$ cat src/rtl/uart_pkg.sv
// Shared types and constants for the UART transmit arbiter.
// Latency: n/a (declarations only).
// Backpressure: n/a.
//
// Contents: arbiter FSM state enum, byte width, pointer-width helper.
package uart_pkg;

    localparam int UART_BYTE_W = 8;

    typedef enum logic [1:0] {
        ST_IDLE   = 2'd0,
        ST_LOCKED = 2'd1,
        ST_GUARD  = 2'd2,
        ST_WAIT   = 2'd3
    } eArbState;

    // Width of a requester index; never narrower than one bit.
    function automatic int ptr_w(input int n);
        return (n > 2) ? $clog2(n) : 1;
    endfunction

endpackage

$ cat src/rtl/rr_picker.sv
// Round-robin picker: first valid requester strictly after rr_ptr_i, with wrap.
// Latency: combinational.
// Backpressure: none; pure function of its inputs.
//
// Ports:
//   req_valid_i  NUM_REQ  per-requester valid
//   rr_ptr_i     PTR_W    index of the last served requester
//   pick_o       NUM_REQ  one-hot winner, 0 when nothing is valid
//   pick_idx_o   PTR_W    binary index of the winner
//   any_valid_o  1        at least one requester is valid
module rr_picker
    import uart_pkg::*;
#(
    parameter int NUM_REQ = 4,
    parameter int PTR_W   = ptr_w(NUM_REQ)
) (
    input  logic [NUM_REQ-1:0] req_valid_i,
    input  logic [PTR_W-1:0]   rr_ptr_i,
    output logic [NUM_REQ-1:0] pick_o,
    output logic [PTR_W-1:0]   pick_idx_o,
    output logic               any_valid_o
);

    logic found;

    // Two passes give the wrapped search order: indices above the pointer
    // first, then from 0 up to and including the pointer itself.
    always_comb begin
        pick_o     = '0;
        pick_idx_o = '0;
        found      = 1'b0;
        for (int i = 0; i < NUM_REQ; i++) begin
            if (!found && req_valid_i[i] && (i > int'(rr_ptr_i))) begin
                pick_o[i]  = 1'b1;
                pick_idx_o = PTR_W'(i);
                found      = 1'b1;
            end
        end
        for (int i = 0; i < NUM_REQ; i++) begin
            if (!found && req_valid_i[i] && (i <= int'(rr_ptr_i))) begin
                pick_o[i]  = 1'b1;
                pick_idx_o = PTR_W'(i);
                found      = 1'b1;
            end
        end
    end

    assign any_valid_o = found;

endmodule

$ cat src/rtl/uart_tx_arbiter.sv
// Shares one UART TX serialiser among NUM_REQ byte streams, round-robin per packet.
// Latency: valid in IDLE -> handshake >=1 cycle later -> txStart the cycle after handshake.
// Backpressure: reqReady only to the grant owner and only while txBusy is low.
//
// Ports:
//   clk, rst     clock, asynchronous active-high reset
//   reqValid     NUM_REQ    per-requester byte valid
//   reqData      8*NUM_REQ  byte i at [8*i+7:8*i]
//   reqLast      NUM_REQ    byte ends the packet
//   reqReady     NUM_REQ    per-requester accept (combinational)
//   grant        NUM_REQ    one-hot packet owner, 0 when idle
//   txStart      1          one-cycle start pulse to the serialiser
//   txData       8          byte to serialise, held until the next txStart
//   txBusy       1          serialiser busy
//   timeoutErr   1          one-cycle pulse on forced release
//
// Build option TX_ARB_TIMEOUT_EN: releases a grant whose owner has gone quiet
// for TIMEOUT_CYCLES cycles in ST_LOCKED. Without it the grant is held forever
// and timeoutErr is tied low.
module uart_tx_arbiter
    import uart_pkg::*;
#(
    parameter int NUM_REQ = 4
`ifdef TX_ARB_TIMEOUT_EN
    ,
    parameter int unsigned TIMEOUT_CYCLES = 1_000_000
`endif
) (
    input  logic                           clk,
    input  logic                           rst,
    input  logic [NUM_REQ-1:0]             reqValid,
    input  logic [UART_BYTE_W*NUM_REQ-1:0] reqData,
    input  logic [NUM_REQ-1:0]             reqLast,
    output logic [NUM_REQ-1:0]             reqReady,
    output logic [NUM_REQ-1:0]             grant,
    output logic                           txStart,
    output logic [UART_BYTE_W-1:0]         txData,
    input  logic                           txBusy,
    output logic                           timeoutErr
);

    localparam int PTR_W = ptr_w(NUM_REQ);

    eArbState                 state_q, state_d;
    logic [NUM_REQ-1:0]       grant_q, grant_d;
    logic [PTR_W-1:0]         gidx_q, gidx_d;
    logic [PTR_W-1:0]         rr_ptr_q, rr_ptr_d;
    logic [UART_BYTE_W-1:0]   tx_data_q, tx_data_d;
    logic                     tx_start_q, tx_start_d;
    logic                     last_q, last_d;

    logic [NUM_REQ-1:0]       pick;
    logic [PTR_W-1:0]         pick_idx;
    logic                     any_valid;

    logic                     owner_vld;
    logic                     owner_last;
    logic [UART_BYTE_W-1:0]   owner_dat;
    logic                     handshake;
    logic                     to_fire;

    rr_picker #(
        .NUM_REQ (NUM_REQ),
        .PTR_W   (PTR_W)
    ) u_rr_picker (
        .req_valid_i (reqValid),
        .rr_ptr_i    (rr_ptr_q),
        .pick_o      (pick),
        .pick_idx_o  (pick_idx),
        .any_valid_o (any_valid)
    );

    // Select the owner's lane using the one-hot grant.
    always_comb begin
        owner_vld  = 1'b0;
        owner_last = 1'b0;
        owner_dat  = '0;
        for (int i = 0; i < NUM_REQ; i++) begin
            if (grant_q[i]) begin
                owner_vld  = reqValid[i];
                owner_last = reqLast[i];
                owner_dat  = reqData[UART_BYTE_W*i +: UART_BYTE_W];
            end
        end
    end

    // A busy serialiser on entry to LOCKED (foreign traffic) also holds off the owner.
    assign reqReady  = ((state_q == ST_LOCKED) && !txBusy) ? grant_q : '0;
    assign handshake = (state_q == ST_LOCKED) && owner_vld && !txBusy;

`ifdef TX_ARB_TIMEOUT_EN
    logic [31:0] to_cnt_q, to_cnt_d;
    logic        timeout_q;

    // Counts only while the owner is silent in LOCKED; any other cycle clears it.
    always_comb begin
        to_cnt_d = '0;
        to_fire  = 1'b0;
        if ((state_q == ST_LOCKED) && !owner_vld) begin
            if (to_cnt_q == TIMEOUT_CYCLES - 1) begin
                to_fire = 1'b1;
            end else begin
                to_cnt_d = to_cnt_q + 32'd1;
            end
        end
    end

    always_ff @(posedge clk or posedge rst) begin
        if (rst) begin
            to_cnt_q  <= '0;
            timeout_q <= 1'b0;
        end else begin
            to_cnt_q  <= to_cnt_d;
            timeout_q <= to_fire;
        end
    end

    assign timeoutErr = timeout_q;
`else
    assign to_fire    = 1'b0;
    assign timeoutErr = 1'b0;
`endif

    always_comb begin
        state_d    = state_q;
        grant_d    = grant_q;
        gidx_d     = gidx_q;
        rr_ptr_d   = rr_ptr_q;
        tx_data_d  = tx_data_q;
        tx_start_d = 1'b0;
        last_d     = last_q;
        case (state_q)
            ST_IDLE: begin
                if (any_valid) begin
                    grant_d = pick;
                    gidx_d  = pick_idx;
                    state_d = ST_LOCKED;
                end
            end
            ST_LOCKED: begin
                if (to_fire) begin
                    rr_ptr_d = gidx_q;
                    grant_d  = '0;
                    state_d  = ST_IDLE;
                end else if (handshake) begin
                    tx_data_d  = owner_dat;
                    last_d     = owner_last;
                    tx_start_d = 1'b1;
                    state_d    = ST_GUARD;
                end
            end
            // txBusy only rises the cycle after txStart, so it is not
            // meaningful here; spend one cycle before watching it.
            ST_GUARD: begin
                state_d = ST_WAIT;
            end
            ST_WAIT: begin
                if (!txBusy) begin
                    if (last_q) begin
                        rr_ptr_d = gidx_q;
                        grant_d  = '0;
                        state_d  = ST_IDLE;
                    end else begin
                        state_d = ST_LOCKED;
                    end
                end
            end
            default: begin
                state_d = ST_IDLE;
                grant_d = '0;
            end
        endcase
    end

    always_ff @(posedge clk or posedge rst) begin
        if (rst) begin
            state_q    <= ST_IDLE;
            grant_q    <= '0;
            gidx_q     <= '0;
            rr_ptr_q   <= PTR_W'(NUM_REQ - 1);
            tx_data_q  <= '0;
            tx_start_q <= 1'b0;
            last_q     <= 1'b0;
        end else begin
            state_q    <= state_d;
            grant_q    <= grant_d;
            gidx_q     <= gidx_d;
            rr_ptr_q   <= rr_ptr_d;
            tx_data_q  <= tx_data_d;
            tx_start_q <= tx_start_d;
            last_q     <= last_d;
        end
    end

    assign grant   = grant_q;
    assign txStart = tx_start_q;
    assign txData  = tx_data_q;

endmodule
$ cat config.mk
export PLATFORM = sky130hd
export DESIGN_NAME = uart_tx_arbiter
export DESIGN_NICKNAME = d
export VERILOG_FILES = /design/src/rtl/uart_pkg.sv /design/src/rtl/rr_picker.sv /design/src/rtl/uart_tx_arbiter.sv
export SDC_FILE = /design/constraint.sdc
export NUM_CORES = 1
export LEC_CHECK = 0
export CORE_UTILIZATION = 44
export DETAILED_ROUTE_END_ITERATION = 10
export GPL_TIMING_DRIVEN = 0
export PLACE_DENSITY = 0.92
export SYNTH_ARGS = -nofsm -noshare
export SYNTH_HDL_FRONTEND = slang
export SYNTH_SLANG_ARGS = --single-unit
$ cat constraint.sdc
create_clock -name clk -period 3.8 [get_ports clk]
set_input_delay 0.76 -clock clk [delete_from_list [all_inputs] [get_ports clk]]
set_output_delay 0.76 -clock clk [all_outputs]
set_load 0.02 [all_outputs]
**Word level (Yosys, flattened, before mapping)**

Index checks and enable logic that the tools add are counted.

- Register bits after elaboration: 20
- Input port bits: 43
- Output and inout port bits: 18
- Word-level logic and storage cells: 94

- $lt $le $gt $ge: 6
- Eq/ne operators: 7
- Muxes and demuxes: 44
- Bitwise operators: 1
- Reduce and logical (&&, ||, !) cells: 29

Operator list:

| cell | number |
|---|---|
| 2-to-1 mux 8 bit | 4 |
| 2-to-1 mux 1 bit | 25 |
| 2-to-1 mux 2 bit | 9 |
| 2-to-1 mux 4 bit | 4 |
| logical AND 1 bit | 15 |
| inequality test 2 bit (second input constant) | 4 |
| one-hot mux 2 bit (4 select lines) | 1 |
| one-hot mux 4 bit (2 select lines) | 1 |
| zero test 1 bit | 7 |
| AND reduction 3 bit | 2 |
| == test 2 bit (second input constant) | 2 |
| greater-than comparator 2 bit (first input constant) | 2 |
| less-or-equal comparator 2 bit (first input constant) | 2 |
| AND reduction 2 bit | 2 |
| AND reduction 4 bit | 1 |
| == test 2 x 1 -> 1 bit (second input constant) | 1 |
| greater-than comparator 1 x 2 -> 1 bit (first input constant) | 1 |
| less-or-equal comparator 1 x 2 -> 1 bit (first input constant) | 1 |
| zero test 2 bit | 1 |
| nonzero test 2 bit | 1 |
| inverter 1 bit | 1 |

**Logic depth before layout (Yosys ltp)**

Gate-level depths: netlist of run 1.

- Word-level depth: 28
- Depth in mapped cells: 8
- Mapped depth without buffers: 7

**Modules after synthesis**

Synthesis of run 1 repeated with hierarchy kept, for this count alone.

- Cells, all modules: 156
- Area, all modules: 1463.9 sq um

By module, submodules not included:

| module | instances | cells each | area each (sq um) |
|---|---|---|---|
| uart_tx_arbiter | 1 | 122 | 1229.9 |
| rr_picker | 1 | 34 | 234.0 |

**Worst setup path after synthesis of run 1**

Ideal clock, no wire load.

- Kind: input port to flip-flop
- Start: input reqValid[1]
- End: register state_q[0]
- Arrival: 2.047 ns
- Required time: 3.672 ns
- Slack: 1.626 ns
- Stages: 5
- Path through: buf_6 or4_4 or2_1 o211ai_2 mux2_1

- Word-level cells in the longest chain between the ends: 27
- Elaborated cells between the ends (all ways): 33
- Classes of those cells: eq/ne (2); mux (10); reduce/logical (21)

RTL lines:

| element | RTL line | text |
|---|---|---|
| start, declared | uart_tx_arbiter.sv:31 | `input logic [NUM_REQ-1:0] reqValid,` |
| logical AND 1 bit | rr_picker.sv:33 | `if (!found && req_valid_i[i] && (i > int'(rr_ptr_i))) begin` |
| 2-to-1 mux 1 bit | rr_picker.sv:33 |  |
| zero test 1 bit | rr_picker.sv:33 |  |
| logical AND 1 bit (2 in series) | rr_picker.sv:33 |  |
| 2-to-1 mux 1 bit | rr_picker.sv:33 |  |
| zero test 1 bit | rr_picker.sv:33 |  |
| logical AND 1 bit (2 in series) | rr_picker.sv:33 |  |
| 2-to-1 mux 1 bit | rr_picker.sv:33 |  |
| [... 7 more ...] | -- |  |
| zero test 1 bit | rr_picker.sv:40 | `if (!found && req_valid_i[i] && (i <= int'(rr_ptr_i))) begin` |
| logical AND 1 bit (2 in series) | rr_picker.sv:40 |  |
| 2-to-1 mux 1 bit | rr_picker.sv:40 |  |
| zero test 1 bit | rr_picker.sv:40 |  |
| logical AND 1 bit (2 in series) | rr_picker.sv:40 |  |
| 2-to-1 mux 1 bit | rr_picker.sv:40 |  |
| inequality test 2 bit (no source line) | -- |  |
| AND reduction 3 bit (no source line) * | -- |  |
| end signal, assigned | uart_tx_arbiter.sv:185 | `state_q <= state_d;` |
| end, declared | uart_tx_arbiter.sv:44 | `eArbState state_q, state_d;` |

Every way passes the cells marked *; elsewhere a longest branch is shown, timed or not.
A chain may end at the register's enable or synchronous reset.

**Final worst setup path of run 1**

- Start: input txBusy
- End: output reqReady[0]

- Word-level cells in the longest chain between the ends: 3

RTL lines:

| element | RTL line | text |
|---|---|---|
| start, declared | uart_tx_arbiter.sv:38 | `input logic txBusy,` |
| zero test 1 bit | -- |  |
| logical AND 1 bit | uart_tx_arbiter.sv:88 | `assign reqReady = ((state_q == ST_LOCKED) && !txBusy) ? grant_q : '0;` |
| 2-to-1 mux 4 bit | uart_tx_arbiter.sv:88 |  |
| end, declared | uart_tx_arbiter.sv:34 | `output logic [NUM_REQ-1:0] reqReady,` |

No other way between the ends.

==> parameters.txt, run 1 <==
Parameter                              Value

Clocking
  CTS tree ... done
  Root buffer cell ... sky130_fd_sc_hd__clkbuf_4
  Num Clock Sinks ... 20
  Quantity of gates resized following cts ... 0
  Num CTS Buffers ... 3
  Register clock-pin slew on the reported worst setup and hold paths ... 0.11 ns
  Maximum level of the CTS H-tree ... 1
  Buffer count from post-CTS setup fixing ... 0
  CTS hold repair buffers ... 0
  Number of buffers between clock root and the deepest sink ... 2
  Clock latency on the worst-skew pair ... 0.30 ns

Synth
  Fraction of synthesized cell area taken by the top area cell type ... 35.1%
  Largest area contributor in the synthesized netlist ... sky130_fd_sc_hd__dfrtp_1
  Mapped Avg Cell Area ... 8.34 µm²
  Share of the yosys chip area belonging to registers ... 39.2%
  Number of unique standard cell types used by synthesis ... 37
  Largest cells by area after synthesis ... sky130_fd_sc_hd__dfrtp_1 (35%), sky130_fd_sc_hd__a21oi_1 (9.7%), sky130_fd_sc_hd__a221oi_1 (6.1%), sky130_fd_sc_hd__nor2_1 (5.3%), sky130_fd_sc_hd__dfstp_2 (4.1%)
  Post-synth EDFFs ... 0
  Dominant register cell in the synthesized netlist ... sky130_fd_sc_hd__dfrtp_1
  Cell count after synthesis ... 154
  Syn nets ... 200
  Share of flip-flops with an asynchronous set or reset after synthesis ... 100%
  Synthesized flop and latch total ... 20
  Syn Std Cell Area ... 1280 µm²
  Number of warnings printed during yosys synthesis ... 0

Power
  Total Power ... 1.40 mW
  Power density over the cells ... 720 nW/µm²
  Leakage power of the design ... 0.783 nW
  Maximum resistive drop on vdd ... 0.000514 V

Critical path
  Crit. End Element ... output pin
  Most used cell along the critical path ... sky130_fd_sc_hd__clkdlybuf4s50_1
  Worst setup path category ... in2out
  Cell family with most CP delay ... buffers and inverters
  CP required ... 3.04 ns
  Kind of launch point of the worst setup path ... input port
  Cell-by-cell trace of the critical path ... clkdlybuf4s50_1, nor2b_1, and2_1, clkdlybuf4s50_1
  Worst endpoint data arrival time ... 2.30 ns
  Crit path largest cell delay ... 0.60 ns
  Biggest fanout along the worst timing path ... 5
  CP bufs+invs ... 2
  Cell with the biggest individual delay on the critical path ... sky130_fd_sc_hd__clkdlybuf4s50_1

Placement
  Pre-CTS worst setup slack ... 0.731 ns
  Routability congestion estimate from global placement ... 0.787
  Half-perimeter wire length after placement ... 2800 µm
  Cell Count Post-Placement ... 243
  PortBufs ... 58

STA
  Transition time at the pin with the least slew margin ... 0.750 ns
  Number of slew-limit violations in the final report ... 0
  Fraction of the cycle the final worst path needs ... 80.5%
  Unrepaired setup endpoints after global routing ... false
  Largest clock skew in the final design ... 0.00270 ns
  Final setup violation count ... 0
  Slew margin rel. ... 49.9%
  Minimum period implied by the final worst setup slack ... 3.06 ns
  Final worst setup slack ... 0.739 ns
  Setup total negative slack ... 0 ns
  Final hold violations ... 0
  Maximum frequency from static timing analysis ... 327 MHz

Global route
  Number of antenna violations at the first check in global routing ... 0
  Global-route wire length before repair ... 6020 µm
  Total routing resource utilization after global routing ... 23.9%
  Largest net degree at the start of global routing ... 21
  Final global-route overflow total ... 0
  Number of global-route vias before repair ... 1381

Drt
  Via count ... 1391
  Initial drt markers ... 56
  Post-DR vias/cell ... 5.63
  Final routed wirelength across all metal layers ... 3630 µm
  Antenna Violating Nets Remaining ... 0
  DRC violations left ... 0
  Length of the first detailed-routing pass in iterations ... 4
  Wire length per cell ... 14.7 µm

Final layout
  Layout overhead on the synthesized area ... 51.1%
  Ant. Diodes ... 0
  Non-filler cells in the finished layout ... 247
  Share of layout cells above drive strength 1 ... 8.33%
  Total Nets Final ... 263

Die
  Initial Utilization ... 46.6%
  Full die area ... 3140 µm²
  Chip Height ... 56.0 µm
  Top-level I/O count ... 61
  Overall die width ... 56.0 µm
  Area of the core region ... 2760 µm²
  Placement Rows ... 19

Flow run
  Number of max-cap violations ... 0

Worst hold path
  Min-delay worst type ... reg2reg

Run status
  Status ... finished clean
-- metal layers --
layer | vias to the layer above | share of wire (%) | GRT usage, %
li1 | 680 | - | -
met3 | 2 | 7.3 | 5.12
met4 | 0 | 0.33 | 5.23
met5 | - | 0 | 0
met1 | 640 | 42 | 30.7
met2 | 69 | 50 | 41.3
-- stage by stage --
step,area [µm²],utilization [%],hold slack [ns]
2_1_floorplan,1280,-,0.482
3_3_place_gp,1900,69.0,0.497
3_5_place_dp,1900,69.0,0.506
4_1_cts,1940,70.3,0.533
5_1_grt,1940,70.3,0.553
6_report,1940,70.3,0.531
-- cells by family (layout without fill, tap and decap cells) --
logic type	Yosys count	after routing	share of synthesized area, %
adder cells (fa/ha/maj)	3	3	2.92
flip-flops	20	20	39.2
other	1	1	0.292
AO/OA/AOI/OAI	53	53	27.0
buffers and inverters	21	83	7.60
multiplexers	4	4	3.51
AND/OR/NAND/NOR	52	52	19.5
-- worst paths after layout --
check	cells past startpoint	end	startpoint	slack (ns)
max reg2reg	8	txData[2]	state_q[1]	1.64
max	4	reqReady[0]	txBusy	0.74
min	1	rr_ptr_q[1]	gidx_q[1]	0.53
min reg2reg	1	rr_ptr_q[1]	gidx_q[1]	0.53
max in group asynchronous	2	state_q[1]	rst	2.46
min in group asynchronous	2	txData[6]	rst	0.87
-- synthesized netlist by cell type, types with 2 or more instances --
cell type                  number
sky130_fd_sc_hd__nand2_1        9
sky130_fd_sc_hd__mux2_1         2
sky130_fd_sc_hd__nor2b_1        4
sky130_fd_sc_hd__o21ai_0        5
sky130_fd_sc_hd__nand3b_1       2
sky130_fd_sc_hd__mux2_2         2
sky130_fd_sc_hd__a21oi_1       25
sky130_fd_sc_hd__o211ai_1       2
sky130_fd_sc_hd__inv_1          9
sky130_fd_sc_hd__nor3_1        10
sky130_fd_sc_hd__nand3_1        2
sky130_fd_sc_hd__dfrtp_1       18
sky130_fd_sc_hd__a221oi_1       9
sky130_fd_sc_hd__and2_1         3
sky130_fd_sc_hd__o41ai_1        2
sky130_fd_sc_hd__o31ai_1        2
sky130_fd_sc_hd__buf_4          2
sky130_fd_sc_hd__dfstp_2        2
sky130_fd_sc_hd__nor2_1        18
sky130_fd_sc_hd__ha_1           3
sky130_fd_sc_hd__buf_2          3
sky130_fd_sc_hd__clkbuf_1       5
-- state kept, by name, summed over array words and instances (netlist names) --
name / flops
txData: 8
grant: 4
gidx_q: 2
rr_ptr_q: 2
state_q: 2
last_q: 1
txStart: 1
-- layout by cell type, fill, tap and decap left out, drive strengths merged, types with 3 or more instances in the layout --
master         Yosys  layout
nor3              10      10
nor2b              4       4
ha                 3       3
a221oi             9       9
dfrtp             18      18
mux2               4       4
a21oi             25      25
o31ai              3       3
nand2              9       9
o21ai              5       5
clkdlybuf4s50      0      58
o211ai             3       3
inv                9       9
buf                6       6
clkbuf             5       9
nor2              18      18
and2               3       3
-- worst reg2reg max path, cell delays in order, from the launching register on --
cell and delay [ns]:
sky130_fd_sc_hd__dfrtp_1 0.41, sky130_fd_sc_hd__inv_1 0.10, sky130_fd_sc_hd__ha_1 0.18, sky130_fd_sc_hd__nor2b_1 0.31, sky130_fd_sc_hd__o21ai_0 0.20, sky130_fd_sc_hd__o31ai_2 0.28
sky130_fd_sc_hd__buf_2 0.27, sky130_fd_sc_hd__buf_4 0.20, sky130_fd_sc_hd__a21oi_1 0.09
-- power by group --
part	internal (mW)	switching [mW]	total [mW]	leakage [nW]
registers	0.325	0.0799	0.405	0.239
logic	0.394	0.473	0.866	0.523
clock network	0.0584	0.0662	0.125	0.0210
total	0.777	0.619	1.40	0.783
-- area by class of cell --
class / count / area, µm²
repair buffers: 58 / 581
inverters: 10 / 37.5
flip-flops and latches: 20 / 503
clock buffers: 4 / 36.3
fillers: 229 / 818
multi-input cells: 113 / 683
plain buffers: 11 / 60.1
well taps: 31 / 38.8
No activity file was read; power rests on OpenSTA's default activity.
==> inputs of run 2 (changes only) <==
--- a/config.mk
+++ b/config.mk
@@ -5,10 +5,10 @@
 export SDC_FILE = /design/constraint.sdc
 export NUM_CORES = 1
 export LEC_CHECK = 0
-export CORE_UTILIZATION = 44
+export CORE_UTILIZATION = 37
 export DETAILED_ROUTE_END_ITERATION = 10
 export GPL_TIMING_DRIVEN = 0
-export PLACE_DENSITY = 0.92
+export PLACE_DENSITY = 0.84
 export SYNTH_ARGS = -nofsm -noshare
 export SYNTH_HDL_FRONTEND = slang
 export SYNTH_SLANG_ARGS = --single-unit
==> constraint.sdc (replaced) <==
create_clock -name clk -period 2.8 [get_ports clk]
set_input_delay 0.56 -clock clk [delete_from_list [all_inputs] [get_ports clk]]
set_output_delay 0.56 -clock clk [all_outputs]
set_load 0.02 [all_outputs]
==> run 2 against run 1 <==
Effect of this change: wire length increased by 0.88%; critical path depth down 1; flip-flop and latch count is the same; die area grew 18%; register-to-register slack got worse by 0.84 ns; worst hold slack got worse by 0.0038 ns; highest routed layer unchanged.
==> parameters.txt, run 2 (synthesis results as in run 1) <==
Parameter                              Value

Drt
  DRC violations left ... 0 (unchanged)
  Final routed wirelength across all metal layers ... 3670 µm (was 3630 µm)
  Length of the first detailed-routing pass in iterations ... 4 (unchanged)
  Antenna Violating Nets Remaining ... 0 (unchanged)
  Via count ... 1375 (was 1391)
  Wire length per cell ... 14.0 µm (was 14.7 µm)
  Post-DR vias/cell ... 5.25 (was 5.63)
  Initial drt markers ... 64 (was 56)

Final layout
  Number of fill cells in the layout ... 310 (was 229)
  Share of layout cells above drive strength 1 ... 8.33% (unchanged)
  Total Nets Final ... 263 (unchanged)
  Multi-input gate area ... 686 µm² (was 683 µm²)
  Non-filler cells in the finished layout ... 262 (was 247)
  Max FFs per register ... 8 (unchanged)
  Ant. Diodes ... 0 (unchanged)
  Post-Route Utilization ... 58.5% (was 70.3%)
  Layout overhead on the synthesized area ... 51.9% (was 51.1%)
  FF/Latch Area ... 503 µm² (unchanged)
  Most frequent standard cell in the layout excluding fill and tap cells ... sky130_fd_sc_hd__clkdlybuf4s50_1 (unchanged)
  Top library cells by usage in the layout, fill and taps aside ... sky130_fd_sc_hd__clkdlybuf4s50_1 (58), sky130_fd_sc_hd__a21oi_1 (25), sky130_fd_sc_hd__nor2_1 (18), sky130_fd_sc_hd__dfrtp_1 (18), sky130_fd_sc_hd__nor3_1 (10) (unchanged)

Critical path
  Worst setup path category ... reg2out (was in2out)
  Worst endpoint data arrival time ... 2.05 ns (was 2.30 ns)
  Biggest fanout along the worst timing path ... 10 (was 5)
  Crit. End Element ... output pin (unchanged)
  CP required ... 2.24 ns (was 3.04 ns)
  Kind of launch point of the worst setup path ... flip-flop (was input port)

Flow run
  Number of max-cap violations ... 0 (unchanged)

Placement
  Routability congestion estimate from global placement ... 0.874 (was 0.787)
  PortBufs ... 58 (unchanged)
  Cell Count Post-Placement ... 258 (was 243)
  Half-perimeter wire length after placement ... 2830 µm (was 2800 µm)

STA
  Final hold violations ... 0 (unchanged)
  Largest clock skew in the final design ... 0.00880 ns (was 0.00270 ns)
  Slew margin rel. ... 47.3% (was 49.9%)
  Transition time at the pin with the least slew margin ... 0.789 ns (was 0.750 ns)
  Setup total negative slack ... 0 ns (unchanged)
  Maximum frequency from static timing analysis ... 383 MHz
  Minimum period implied by the final worst setup slack ... 2.61 ns
  Final setup violation count ... 0 (unchanged)
  Unrepaired setup endpoints after global routing ... false (unchanged)
  Fraction of the cycle the final worst path needs ... 93.4%
  Number of slew-limit violations in the final report ... 0 (unchanged)

Power
  Maximum resistive drop on vdd ... 0.000431 V (was 0.000514 V)
  Total net switching power ... 826 µW (was 619 µW)
  Combinational fraction of design power ... 62.8% (was 62.0%)
  Clock Power Share ... 7.8% (was 8.9%)
  Power density over the cells ... 953 nW/µm² (was 720 nW/µm²)
  Switching part of the total ... 44.4% (was 44.3%)
  Sequential power share ... 29.4% (was 29.0%)
  Power Internal ... 1.03 mW (was 777 µW)
  Leakage power of the design ... 0.777 nW (was 0.783 nW)

Clocking
  Num CTS Buffers ... 3 (unchanged)
  Num Clock Sinks ... 20 (unchanged)
  Register clock-pin slew on the reported worst setup and hold paths ... 0.11 ns (about the same)
  Clock latency on the worst-skew pair ... 0.31 ns (was 0.30 ns)
  Root buffer cell ... sky130_fd_sc_hd__clkbuf_4 (unchanged)
  Maximum level of the CTS H-tree ... 1 (unchanged)
  Buffer count from post-CTS setup fixing ... 0 (unchanged)
  CTS hold repair buffers ... 0 (unchanged)
  CTS tree ... done (unchanged)
  Quantity of gates resized following cts ... 0 (unchanged)
  Number of buffers between clock root and the deepest sink ... 2 (unchanged)

Global route
  Final global-route overflow total ... 0 (unchanged)
  Global Route met1 Usage ... 24.9% (was 30.7%)
  Total routing resource utilization after global routing ... 20.4% (was 23.9%)
  Number of antenna violations at the first check in global routing ... 0 (unchanged)
  Number of global-route vias before repair ... 1209 (was 1381)
  Global-route track usage on met3 ... 3.20% (was 5.12%)
  Global-route layer with the greatest usage ... met2 (unchanged)
  Global-route wire length before repair ... 5500 µm (was 6020 µm)
  Largest net degree at the start of global routing ... 21 (unchanged)
  Met2 Resource Use GR ... 36.1% (was 41.3%)

Die
  Top-level I/O count ... 61 (unchanged)
  Initial Utilization ... 38.5% (was 46.6%)
  Overall die width ... 60.9 µm (was 56.0 µm)
  Chip Height ... 60.9 µm (was 56.0 µm)
  Area of the core region ... 3340 µm² (was 2760 µm²)
  Placement Rows ... 21 (was 19)
  Full die area ... 3710 µm² (was 3140 µm²)

Worst hold path
  Min-delay worst type ... reg2reg (unchanged)

Run status
  Status ... finished clean (unchanged)
## run 2: power groups by stage
stage / registers [mW] / clock network (mW) / logic, mW
CTS: 0.547 / 0.153 / 1.17
detailed placement: 0.555 / 0 / 1.17
floorplan: 0.644 / 0 / 0.655
global placement: 0.547 / 0 / 1.14
global route: 0.569 / 0.167 / 1.30
finish: 0.547 / 0.145 / 1.17
## run 2: path summary, 6_finish.rpt
path                             from           to  slack (ns)  cells past startpoint
setup / recovery             grant[2]  reqReady[2]        0.19                      3
hold / removal              gidx_q[0]  rr_ptr_q[0]        0.53                      1
setup reg to reg           state_q[1]    txData[5]        0.80                      8
hold reg to reg             gidx_q[0]  rr_ptr_q[0]        0.53                      1
max in group asynchronous         rst   state_q[0]        1.62                      2
min in group asynchronous         rst    txData[6]        0.68                      2
## run 2: cell type report
class	instances	area share [%]
buffer	11	3.08
clock buffer	4	1.35
inverter	10	1.92
multi-input combinational	113	35.2
sequential	20	25.8
tap	46	2.95
timing repair buffer	58	29.8
## run 2: stage by stage
stage	hold WS [ns]	power [mW]	instance area [µm²]	setup WS (ns)
global route	0.553	2.03	1950	0.0940
finish	0.527	1.86	1950	0.186
CTS	0.533	1.87	1950	0.0986
floorplan	0.482	1.30	1280	0.826
detailed placement	0.507	1.72	1920	0.0993
global placement	0.499	1.69	1920	0.137
## run 2: routing by layer
metal / wire length (µm) / up-vias
li1: - / 682
met1: 1560 / 634
met2: 1870 / 56
met3: 212 / 3
met4: 25 / 0
met5: 0 / -
## run 2: critical path: stages, from the launching register on
cell,delay [ns]
sky130_fd_sc_hd__dfrtp_1,0.42
sky130_fd_sc_hd__clkinv_1,0.30
sky130_fd_sc_hd__nor3_1,0.36
sky130_fd_sc_hd__clkdlybuf4s50_1,0.66
